## src/rtl/mem_sp_streamer_pkg.sv

```systemverilog
// Shared types for the mem_sp stream sequencer: FSM state encoding and
// the output buffer depth the issue rule is sized against.
package mem_sp_streamer_pkg;

  typedef enum logic [1:0] {
    ST_IDLE  = 2'd0,
    ST_RUN   = 2'd1,
    ST_DRAIN = 2'd2
  } state_e;

  localparam int FIFO_DEPTH = 2;

endpackage

```

## src/rtl/stream_fifo2.sv

```systemverilog
// Two-entry stream FIFO with push/pop and occupancy count.
// The head word is presented combinationally on data_o; storage clears on reset.
module stream_fifo2 #(
  parameter int WIDTH = 8
) (
  input  logic             clk,
  input  logic             rst,
  input  logic             push_i,
  input  logic [WIDTH-1:0] data_i,
  input  logic             pop_i,
  output logic [WIDTH-1:0] data_o,
  output logic             valid_o,
  output logic [1:0]       count_o
);

  logic [WIDTH-1:0] mem_q [2];
  logic             wr_ptr_q;
  logic             rd_ptr_q;
  logic [1:0]       count_q;
  logic             do_push;
  logic             do_pop;

  assign do_pop  = pop_i && (count_q != 2'd0);
  // A push into a full buffer is only legal when the head leaves in the same cycle.
  assign do_push = push_i && ((count_q != 2'd2) || do_pop);

  genvar gi;
  generate
    for (gi = 0; gi < 2; gi++) begin : g_entry
      always_ff @(posedge clk) begin
        if (rst) begin
          mem_q[gi] <= '0;
        end else if (do_push && (wr_ptr_q == 1'(gi))) begin
          mem_q[gi] <= data_i;
        end
      end
    end
  endgenerate

  always_ff @(posedge clk) begin
    if (rst) begin
      wr_ptr_q <= 1'b0;
      rd_ptr_q <= 1'b0;
      count_q  <= 2'd0;
    end else begin
      wr_ptr_q <= wr_ptr_q ^ do_push;
      rd_ptr_q <= rd_ptr_q ^ do_pop;
      count_q  <= count_q + {1'b0, do_push} - {1'b0, do_pop};
    end
  end

  assign data_o  = mem_q[rd_ptr_q];
  assign valid_o = (count_q != 2'd0);
  assign count_o = count_q;

endmodule

```

## src/rtl/mem_sp_streamer.sv

```systemverilog
// Address/control sequencer streaming len words out of mem_sp from base_addr upward.
// Optional write-stream mode is enabled by defining MEM_STREAM_WR_EN.
module mem_sp_streamer
  import mem_sp_streamer_pkg::*;
#(
  parameter int WIDTH = 8,
  parameter int DEPTH = 64,
  localparam int AW   = $clog2(DEPTH)
) (
  input  logic             clk,
  input  logic             rst,
  input  logic             start,
  input  logic [AW-1:0]    base_addr,
  input  logic [AW:0]      len,
  output logic             busy,
  output logic             done,
  output logic             mem_en,
  output logic             mem_we,
  output logic [AW-1:0]    mem_addr,
  output logic [WIDTH-1:0] mem_di,
  input  logic [WIDTH-1:0] mem_do,
  output logic             m_valid,
  output logic [WIDTH-1:0] m_data,
  input  logic             m_ready
`ifdef MEM_STREAM_WR_EN
  ,
  input  logic             mode,
  input  logic             s_valid,
  input  logic [WIDTH-1:0] s_data,
  output logic             s_ready
`endif
);

  state_e          state_q, state_d;
  logic [AW-1:0]   addr_q, addr_d;
  logic [AW:0]     iss_left_q, iss_left_d;
  logic [AW:0]     pop_left_q, pop_left_d;
  logic            inflight_q, inflight_d;
  logic            done_q, done_d;
  logic            wr_mode_q, wr_mode_d;

  logic [AW:0]     len_c;
  logic [AW-1:0]   addr_inc;
  logic [1:0]      fifo_count;
  logic [2:0]      occ;
  logic            pop;
  logic            issue_rd;
  logic            issue_wr;
  logic            issue;

  assign len_c    = (len > (AW+1)'(DEPTH)) ? (AW+1)'(DEPTH) : len;
  assign addr_inc = (addr_q == AW'(DEPTH-1)) ? '0 : addr_q + 1'b1;
  assign pop      = m_valid && m_ready;
  assign occ      = {1'b0, fifo_count} + {2'b0, inflight_q};
  // Reads in flight count against buffer space, so a read may only issue if its word is guaranteed a slot.
  assign issue_rd = (state_q == ST_RUN) && !wr_mode_q && (occ < (3'(FIFO_DEPTH) + {2'b0, pop}));
`ifdef MEM_STREAM_WR_EN
  assign issue_wr = (state_q == ST_RUN) && wr_mode_q && s_valid;
`else
  assign issue_wr = 1'b0;
`endif
  assign issue    = issue_rd || issue_wr;

  stream_fifo2 #(.WIDTH(WIDTH)) u_fifo (
    .clk     (clk),
    .rst     (rst),
    .push_i  (inflight_q),
    .data_i  (mem_do),
    .pop_i   (pop),
    .data_o  (m_data),
    .valid_o (m_valid),
    .count_o (fifo_count)
  );

  always_ff @(posedge clk) begin
    if (rst) begin
      state_q    <= ST_IDLE;
      addr_q     <= '0;
      iss_left_q <= '0;
      pop_left_q <= '0;
      inflight_q <= 1'b0;
      done_q     <= 1'b0;
      wr_mode_q  <= 1'b0;
    end else begin
      state_q    <= state_d;
      addr_q     <= addr_d;
      iss_left_q <= iss_left_d;
      pop_left_q <= pop_left_d;
      inflight_q <= inflight_d;
      done_q     <= done_d;
      wr_mode_q  <= wr_mode_d;
    end
  end

  always_comb begin
    state_d    = state_q;
    addr_d     = addr_q;
    iss_left_d = iss_left_q;
    pop_left_d = pop_left_q;
    inflight_d = issue_rd;
    done_d     = 1'b0;
    wr_mode_d  = wr_mode_q;
    if (issue) begin
      addr_d     = addr_inc;
      iss_left_d = iss_left_q - 1'b1;
    end
    if (pop) begin
      pop_left_d = pop_left_q - 1'b1;
    end
    case (state_q)
      ST_IDLE: begin
        if (start) begin
          if (len_c == '0) begin
            done_d = 1'b1;
          end else begin
            state_d    = ST_RUN;
            addr_d     = base_addr;
            iss_left_d = len_c;
            pop_left_d = len_c;
`ifdef MEM_STREAM_WR_EN
            wr_mode_d  = mode;
`else
            wr_mode_d  = 1'b0;
`endif
          end
        end
      end
      ST_RUN: begin
        if (issue && (iss_left_q == (AW+1)'(1))) begin
          if (wr_mode_q) begin
            state_d = ST_IDLE;
            done_d  = 1'b1;
          end else begin
            state_d = ST_DRAIN;
          end
        end
      end
      ST_DRAIN: begin
        if (pop && (pop_left_q == (AW+1)'(1))) begin
          state_d = ST_IDLE;
          done_d  = 1'b1;
        end
      end
      default: state_d = ST_IDLE;
    endcase
  end

  always_comb begin
    busy     = (state_q != ST_IDLE);
    done     = done_q;
    mem_en   = issue;
    mem_we   = issue_wr;
    mem_addr = addr_q;
    mem_di   = '0;
`ifdef MEM_STREAM_WR_EN
    s_ready  = (state_q == ST_RUN) && wr_mode_q;
    if (issue_wr) begin
      mem_di = s_data;
    end
`endif
  end

endmodule

```

## config.mk

```make
export PLATFORM = sky130hd
export DESIGN_NAME = mem_sp_streamer
export DESIGN_NICKNAME = d
export VERILOG_FILES = /design/src/rtl/mem_sp_streamer_pkg.sv /design/src/rtl/stream_fifo2.sv /design/src/rtl/mem_sp_streamer.sv
export SDC_FILE = /design/constraint.sdc
export NUM_CORES = 1
export LEC_CHECK = 0
export CORE_MARGIN = 2
export CORE_UTILIZATION = 40
export CTS_BUF_LIST = sky130_fd_sc_hd__clkbuf_8
export DETAILED_ROUTE_END_ITERATION = 8
export GPL_ROUTABILITY_DRIVEN = 0
export PLACE_DENSITY = 0.75
export REMOVE_ABC_BUFFERS = 1
export SLEW_MARGIN = 20
export SYNTH_ARGS = -nofsm -noshare
export SYNTH_HDL_FRONTEND = slang
export SYNTH_HIERARCHICAL = 1
export SYNTH_SLANG_ARGS = --single-unit
export TNS_END_PERCENT = 1
```

## constraint.sdc

```tcl
create_clock -name clk -period 2.55 [get_ports clk]
set_clock_uncertainty 0.15 [all_clocks]
set_input_delay 0.51 -clock clk [delete_from_list [all_inputs] [get_ports clk]]
set_output_delay 0.51 -clock clk [all_outputs]
set_load 0.03 [all_outputs]
```

==> run_results.csv, run 1 <==
group,metric,value,unit
sta,max_freq,397,MHz
yosys,synth-edff-count,16,
yosys,synth_area,2450,µm²
worst_setup_path,crit_type,"flip-flop to output port",
clock_tree,max-clock-path-buffers,2,
worst_hold_path,hp-start,"mem_addr[5]",
yosys,ys_ff_latch,44,
routing,vias,1866,
routing,wirelength,4.89,mm
cells_and_area,final_cells,368,
clock_tree,root_buffer,"clkbuf_8",
power,max-vdd-ir-drop,0.324,mV
worst_setup_path,critPathArrivalTime,1860,ps
clock_tree,clock_sinks,44,
yosys,synth.avg_cell_area,10.2,µm²
floorplanning,die_h,82.3,µm
grt,overflow,0,
clock_tree,cts_max_level,2,
routing,dr.pass1.iters,4,
sta,setup_viol,0,
sta,finalHoldViolCount,0,
clock_tree,numCtsBuffers,5,
floorplanning,die_area,6780,µm²
grt,grt_usage,0.156,
yosys,synth_warnings,6,
yosys,ys.flop_type,"dfxtp_1",
place,port_buffers,42,
sta,fin_ws,30.7,ps
worst_setup_path,startpoint,"u_fifo/count_o[0]",
cells_and_area,antenna_cells,0,
routing,ant_nets,0,
grt,grt_pass1_wl,8.05,mm
worst_hold_path,hold_class,"flip-flop to flip-flop",
cells_and_area,area_growth,26.8,%
yosys,synth_cell_types,56,
sta,final-max-slew-violation-count,0,
cells_and_area,post-route-util,0.526,
sta,period_share,0.988,
sta,fin_crit,2520,ps
power,leakagePower,1.22,nW
routing,wire_per_inst,13.3,µm
cells_and_area,drive_above_1_share,0.164,
clock_tree,cts_tree,"done",
clock_tree,clkLatencyLatePin,300,ps
worst_setup_path,end_kind,"output port",
run_status,status,"finished clean",
job,cap_viol_max_count,0,
yosys,yosysSeqAreaShare,0.424,
sta,rsz0062_at_grt,"true",
grt,first_global_vias,1786,
place,dpl_cell_area,3000,µm²
worst_setup_path,cp_data_required_time,1890,ps
floorplanning,rows,28,
floorplanning,start_util,0.414,
place,place_inst,360,
worst_setup_path,crit_fanout,6,
worst_setup_path,start_kind,"flip-flop",
clock_tree,post_cts_buffers,0,
clock_tree,clk_pin_slew_worst_paths,90,ps
power,p_per_area,638,nW/µm²
cells_and_area,fin_area,3110,µm²
routing,drt_iter0_drc,61,
grt,grt_max_degree,22,
yosys,syn_inst,240,
floorplanning,coreArea,5920,µm²
floorplanning,chipWidth,82.3,µm
yosys,async_reset_ff_frac,0,
cells_and_area,nets,328,
yosys,ys_top_cells_by_area,"dfxtp_1 23%, edfxtp_1 20%, ha_1 5.6%, mux2_2 4.6%, and2_1 4.3%",
place,place_ws,-4.08,ps
yosys,synth_top_area_cell,"dfxtp_1",
routing,drc,0,
worst_setup_path,rr_startpoint,"u_fifo/count_o[0]",
grt,antenna_found_initial,0,
place,hpwl,3.71,mm
yosys,yosysTopAreaCellShare,0.228,
routing,drt-vias-per-instance,5.07,
floorplanning,num_io_pins,52,
placed cells by master (no fill, tap or decap), types with 6 or more instances in the layout:
cell	netlist	routed
buf_4	10	10
xor2_1	6	6
edfxtp_1	16	16
clkdlybuf4s50_1	0	41
nand2_1	11	11
nor2_1	15	15
ha_1	11	11
and2_1	17	17
mux2_2	10	10
o21ai_0	6	6
a21oi_1	16	16
conb_1	1	9
inv_1	10	10
dfxtp_1	28	27
nor3_1	6	6
where the power goes:
part	internal [W]	switching (W)	total (W)	leakage (nW)
Clock	0.000295	0.000256	0.000551	0.0548
Sequential	0.000799	0.0000681	0.000867	0.397
Combinational	0.000272	0.000297	0.000569	0.770
Total	0.00137	0.000621	0.00199	1.22
logic make-up after synthesis:
group / Yosys count / share of synthesized area
mux: 12 / 0.0541
compound gates: 45 / 0.134
xor+xnor: 12 / 0.0484
flops: 44 / 0.424
other cells: 1 / 0.00153
fa+ha+maj: 11 / 0.0561
buf+inv: 26 / 0.0592
simple gates: 89 / 0.222
cell usage after synthesis, types with 2 or more instances:
library cell / count
dfxtp_1: 28
and2_1: 17
a21oi_1: 16
edfxtp_1: 16
nor2_1: 15
ha_1: 11
nand2_1: 11
buf_4: 10
inv_1: 10
mux2_2: 10
nor3_1: 6
o21ai_0: 6
xor2_1: 6
nor2b_1: 5
xnor2_1: 5
and3_1: 4
nand3_1: 4
or2_2: 4
a21o_1: 3
nand2b_1: 3
nand3b_1: 3
nor4_1: 3
a211oi_2: 2
and4_1: 2
buf_2: 2
clkbuf_1: 2
mux2i_1: 2
nor2b_2: 2
o211ai_1: 2
o21bai_1: 2
o31a_1: 2
or4_4: 2
sequential cells by signal, summed over array words and instances, names as in the netlist:
name	count
u_fifo/mem_q	16
pop_left_q	7
inflight_q	1
u_fifo/count_o	2
u_fifo/wr_ptr_q	1
mem_addr	6
state_q	2
iss_left_q	7
u_fifo/rd_ptr_q	1
done	1
per-stage QoR:
| step | hold WS (ps) | setup TNS, ps | total power (W) |
|---|---|---|---|
| 2_1_floorplan | 339 | 0 | 0.00123 |
| 5_1_grt | 427 | -53.8 | 0.00210 |
| 3_3_place_gp | 367 | 0 | 0.00144 |
| 3_5_place_dp | 387 | -4.08 | 0.00145 |
| 6_report | 396 | 0 | 0.00199 |
| 4_1_cts | 399 | 0 | 0.00201 |
routing by layer:
layer,up-vias,part of all wire,track usage
met5,-,0,0
met4,0,0.0094,0.0417
met3,4,0.040,0.0337
met2,39,0.51,0.287
met1,881,0.44,0.180
li1,942,-,-
worst paths after layout:
| kind | end | slack [ps] | depth (start not counted) |
|---|---|---|---|
| worst max register to register | u_fifo/mem_q[1][3] | 340 | 5 |
| worst min register to register | mem_addr[5] | 400 | 2 |
| worst max-delay path | mem_en | 30 | 5 |
| worst min-delay path | mem_addr[5] | 400 | 2 |
critical path, cell delays in order (launching register included):
cell and delay (ps):
dfxtp_1 360, ha_1 200, ha_1 360, a211oi_4 310, buf_4 180, buf_4 150
final cells by class:
type | instances | area [µm²]
Fill cell | 569 | 2810
Multi-Input combinational cell | 178 | 1300
Sequential cell | 44 | 1040
Timing Repair Buffer | 53 | 526
Tap cell | 75 | 93.8
Clock buffer | 5 | 68.8
Clock inverter | 3 | 46.3
Inverter | 10 | 37.5
timing repair:
item,in CTS,in global routing
gates resized for setup,0,1
setup endpoints to repair,0,9
hold buffers,0,0
No activity file was read; power rests on OpenSTA's default activity.
==> inputs of run 2 (changes only) <==
- CAP_MARGIN: unset -> 20
- CORE_MARGIN: 2 -> 5
==> run_results.csv, run 2 (synthesis results as in run 1) <==
group,metric,value,unit
power,p_int,0.00138,W
routing,drc,0,
cells_and_area,area_growth,28.5,%
power,leakagePower,1.24,nW
place,place_inst,360,
floorplanning,rows,28,
routing,dr.pass1.iters,4,
floorplanning,die_area,7800,µm²
clock_tree,max-clock-path-buffers,2,
routing,wirelength,5.30,mm
cells_and_area,nets,333,
routing,routed.top_layer,"met4",
cells_and_area,drive_above_1_share,0.185,
cells_and_area,regArea,1040,µm²
worst_setup_path,critPathArrivalTime,1800,ps
run_status,status,"finished clean",
grt,grt_usage,0.142,
job,cap_viol_max_count,0,
cells_and_area,largest_reg_flops,16,
worst_setup_path,cp_data_required_time,1890,ps
power,p_comb_frac,0.295,
grt,overflow,0,
sta,slew_headroom,0.658,
sta,final-max-slew-violation-count,0,
cells_and_area,largestRegisters,"u_fifo/mem_q x16, iss_left_q x7, pop_left_q x7",
routing,drt_iter0_drc,27,
routing,drt-met1-wl,2.27,mm
cells_and_area,final_common_cell,"clkdlybuf4s50_1",
power,pwr-share-clk,0.273,
grt,grt_pass1_wl,8.60,mm
cells_and_area,nFillCells,549,
power,switching_power,0.000634,W
floorplanning,num_io_pins,52,
clock_tree,root_buffer,"clkbuf_8",
worst_setup_path,end_kind,"output port",
routing,wl_met3,238,µm
floorplanning,die_h,88.3,µm
routing,drt-vias-per-instance,5.07,
worst_setup_path,crit_type,"flip-flop to output port",
sta,tightestPinTransition,508,ps
power,max-vdd-ir-drop,0.247,mV
worst_setup_path,crit_fanout,11,
routing,ant_nets,0,
routing,vias,1892,
cells_and_area,post-route-util,0.529,
worst_hold_path,hold_class,"flip-flop to flip-flop",
cells_and_area,antenna_cells,0,
clock_tree,clock_sinks,44,
clock_tree,cts_tree,"done",
sta,rsz0062_at_grt,"false",
sta,finalHoldViolCount,0,
clock_tree,numCtsBuffers,5,
power,p_per_area,639,nW/µm²
clock_tree,cts_max_level,2,
grt,grt_max_degree,19,
grt,antenna_found_initial,0,
routing,wire_per_inst,14.2,µm
power,p_sw_frac,0.315,
floorplanning,chipWidth,88.3,µm
sta,fin_hold_ws,390,ps
cells_and_area,multiInputGateArea,1300,µm²
grt,first_global_vias,1895,
routing,route.met2.wl,2.72,mm
cells_and_area,final_cell_mix,"41 x clkdlybuf4s50_1, 26 x dfxtp_1, 17 x and2_1, 16 x a21oi_1, 16 x edfxtp_1",
sta,fin_crit,2460,ps
sta,setup_viol,0,
place,hpwl,3.96,mm
power,p_seq_frac,0.431,
cells_and_area,largest_register,"u_fifo/mem_q",
sta,period_share,0.965,
clock_tree,clk_pin_slew_worst_paths,80,ps
cells_and_area,final_cells,373,
clock_tree,clkLatencyLatePin,300,ps
floorplanning,coreArea,5960,µm²
floorplanning,start_util,0.412,
place,port_buffers,42,
worst_setup_path,start_kind,"flip-flop",
sta,max_freq,406,MHz
[run 2: path summary, 6_finish.rpt]
kind | slack, ps | start | cells past startpoint | end
min | 390 | mem_addr[5] | 2 | mem_addr[5]
min reg2reg | 390 | mem_addr[5] | 2 | mem_addr[5]
max reg2reg | 230 | u_fifo/count_o[0] | 8 | mem_addr[5]
max | 90 | u_fifo/count_o[0] | 5 | mem_en
[run 2: layout make-up]
class                           count  area share
Clock inverter                      3      0.0147
Clock buffer                        5      0.0218
Timing Repair Buffer               58       0.179
Sequential cell                    44       0.331
Inverter                           10      0.0119
Tap cell                           75      0.0298
Multi-Input combinational cell    178       0.412
[run 2: critical path: stages, from the launching register on]
cell and delay, ps:
dfxtp_2 380, ha_1 180, ha_2 320, a211oi_4 300, buf_12 170, buf_4 160
[run 2: power groups by stage]
stage                     sequential, W  combinational [W]  clock, W
after floorplan                0.000893           0.000337         0
after global placement         0.000879           0.000565         0
after detailed placement       0.000883           0.000577         0
after CTS                      0.000867           0.000580  0.000568
after global routing           0.000879           0.000644  0.000591
final                          0.000869           0.000596  0.000551
[run 2: per-layer routing]
metal	GRT usage	up-vias
li1	-	946
met1	0.171	896
met2	0.247	44
met3	0.0289	6
met4	0.0549	0
met5	0	-
[run 2: repair_timing]
item | CTS | global route
hold buffers | 0 | 0
buffers inserted | 0 | 5
pin swaps | 0 | 1
setup endpoints to repair | 9 | 1
resized for setup | 1 | 2
[run 2: stage by stage]
step / worst slack, ps / total power, W / cell area (µm²) / setup TNS [ps]
3_3_place_gp: 59.9 / 0.00144 / 3000 / 0
4_1_cts: -19.8 / 0.00202 / 3110 / -19.8
3_5_place_dp: 18.1 / 0.00146 / 3000 / 0
6_report: 89.3 / 0.00202 / 3150 / 0
2_1_floorplan: 48.5 / 0.00123 / 2380 / 0
5_1_grt: 4.76 / 0.00211 / 3150 / 0
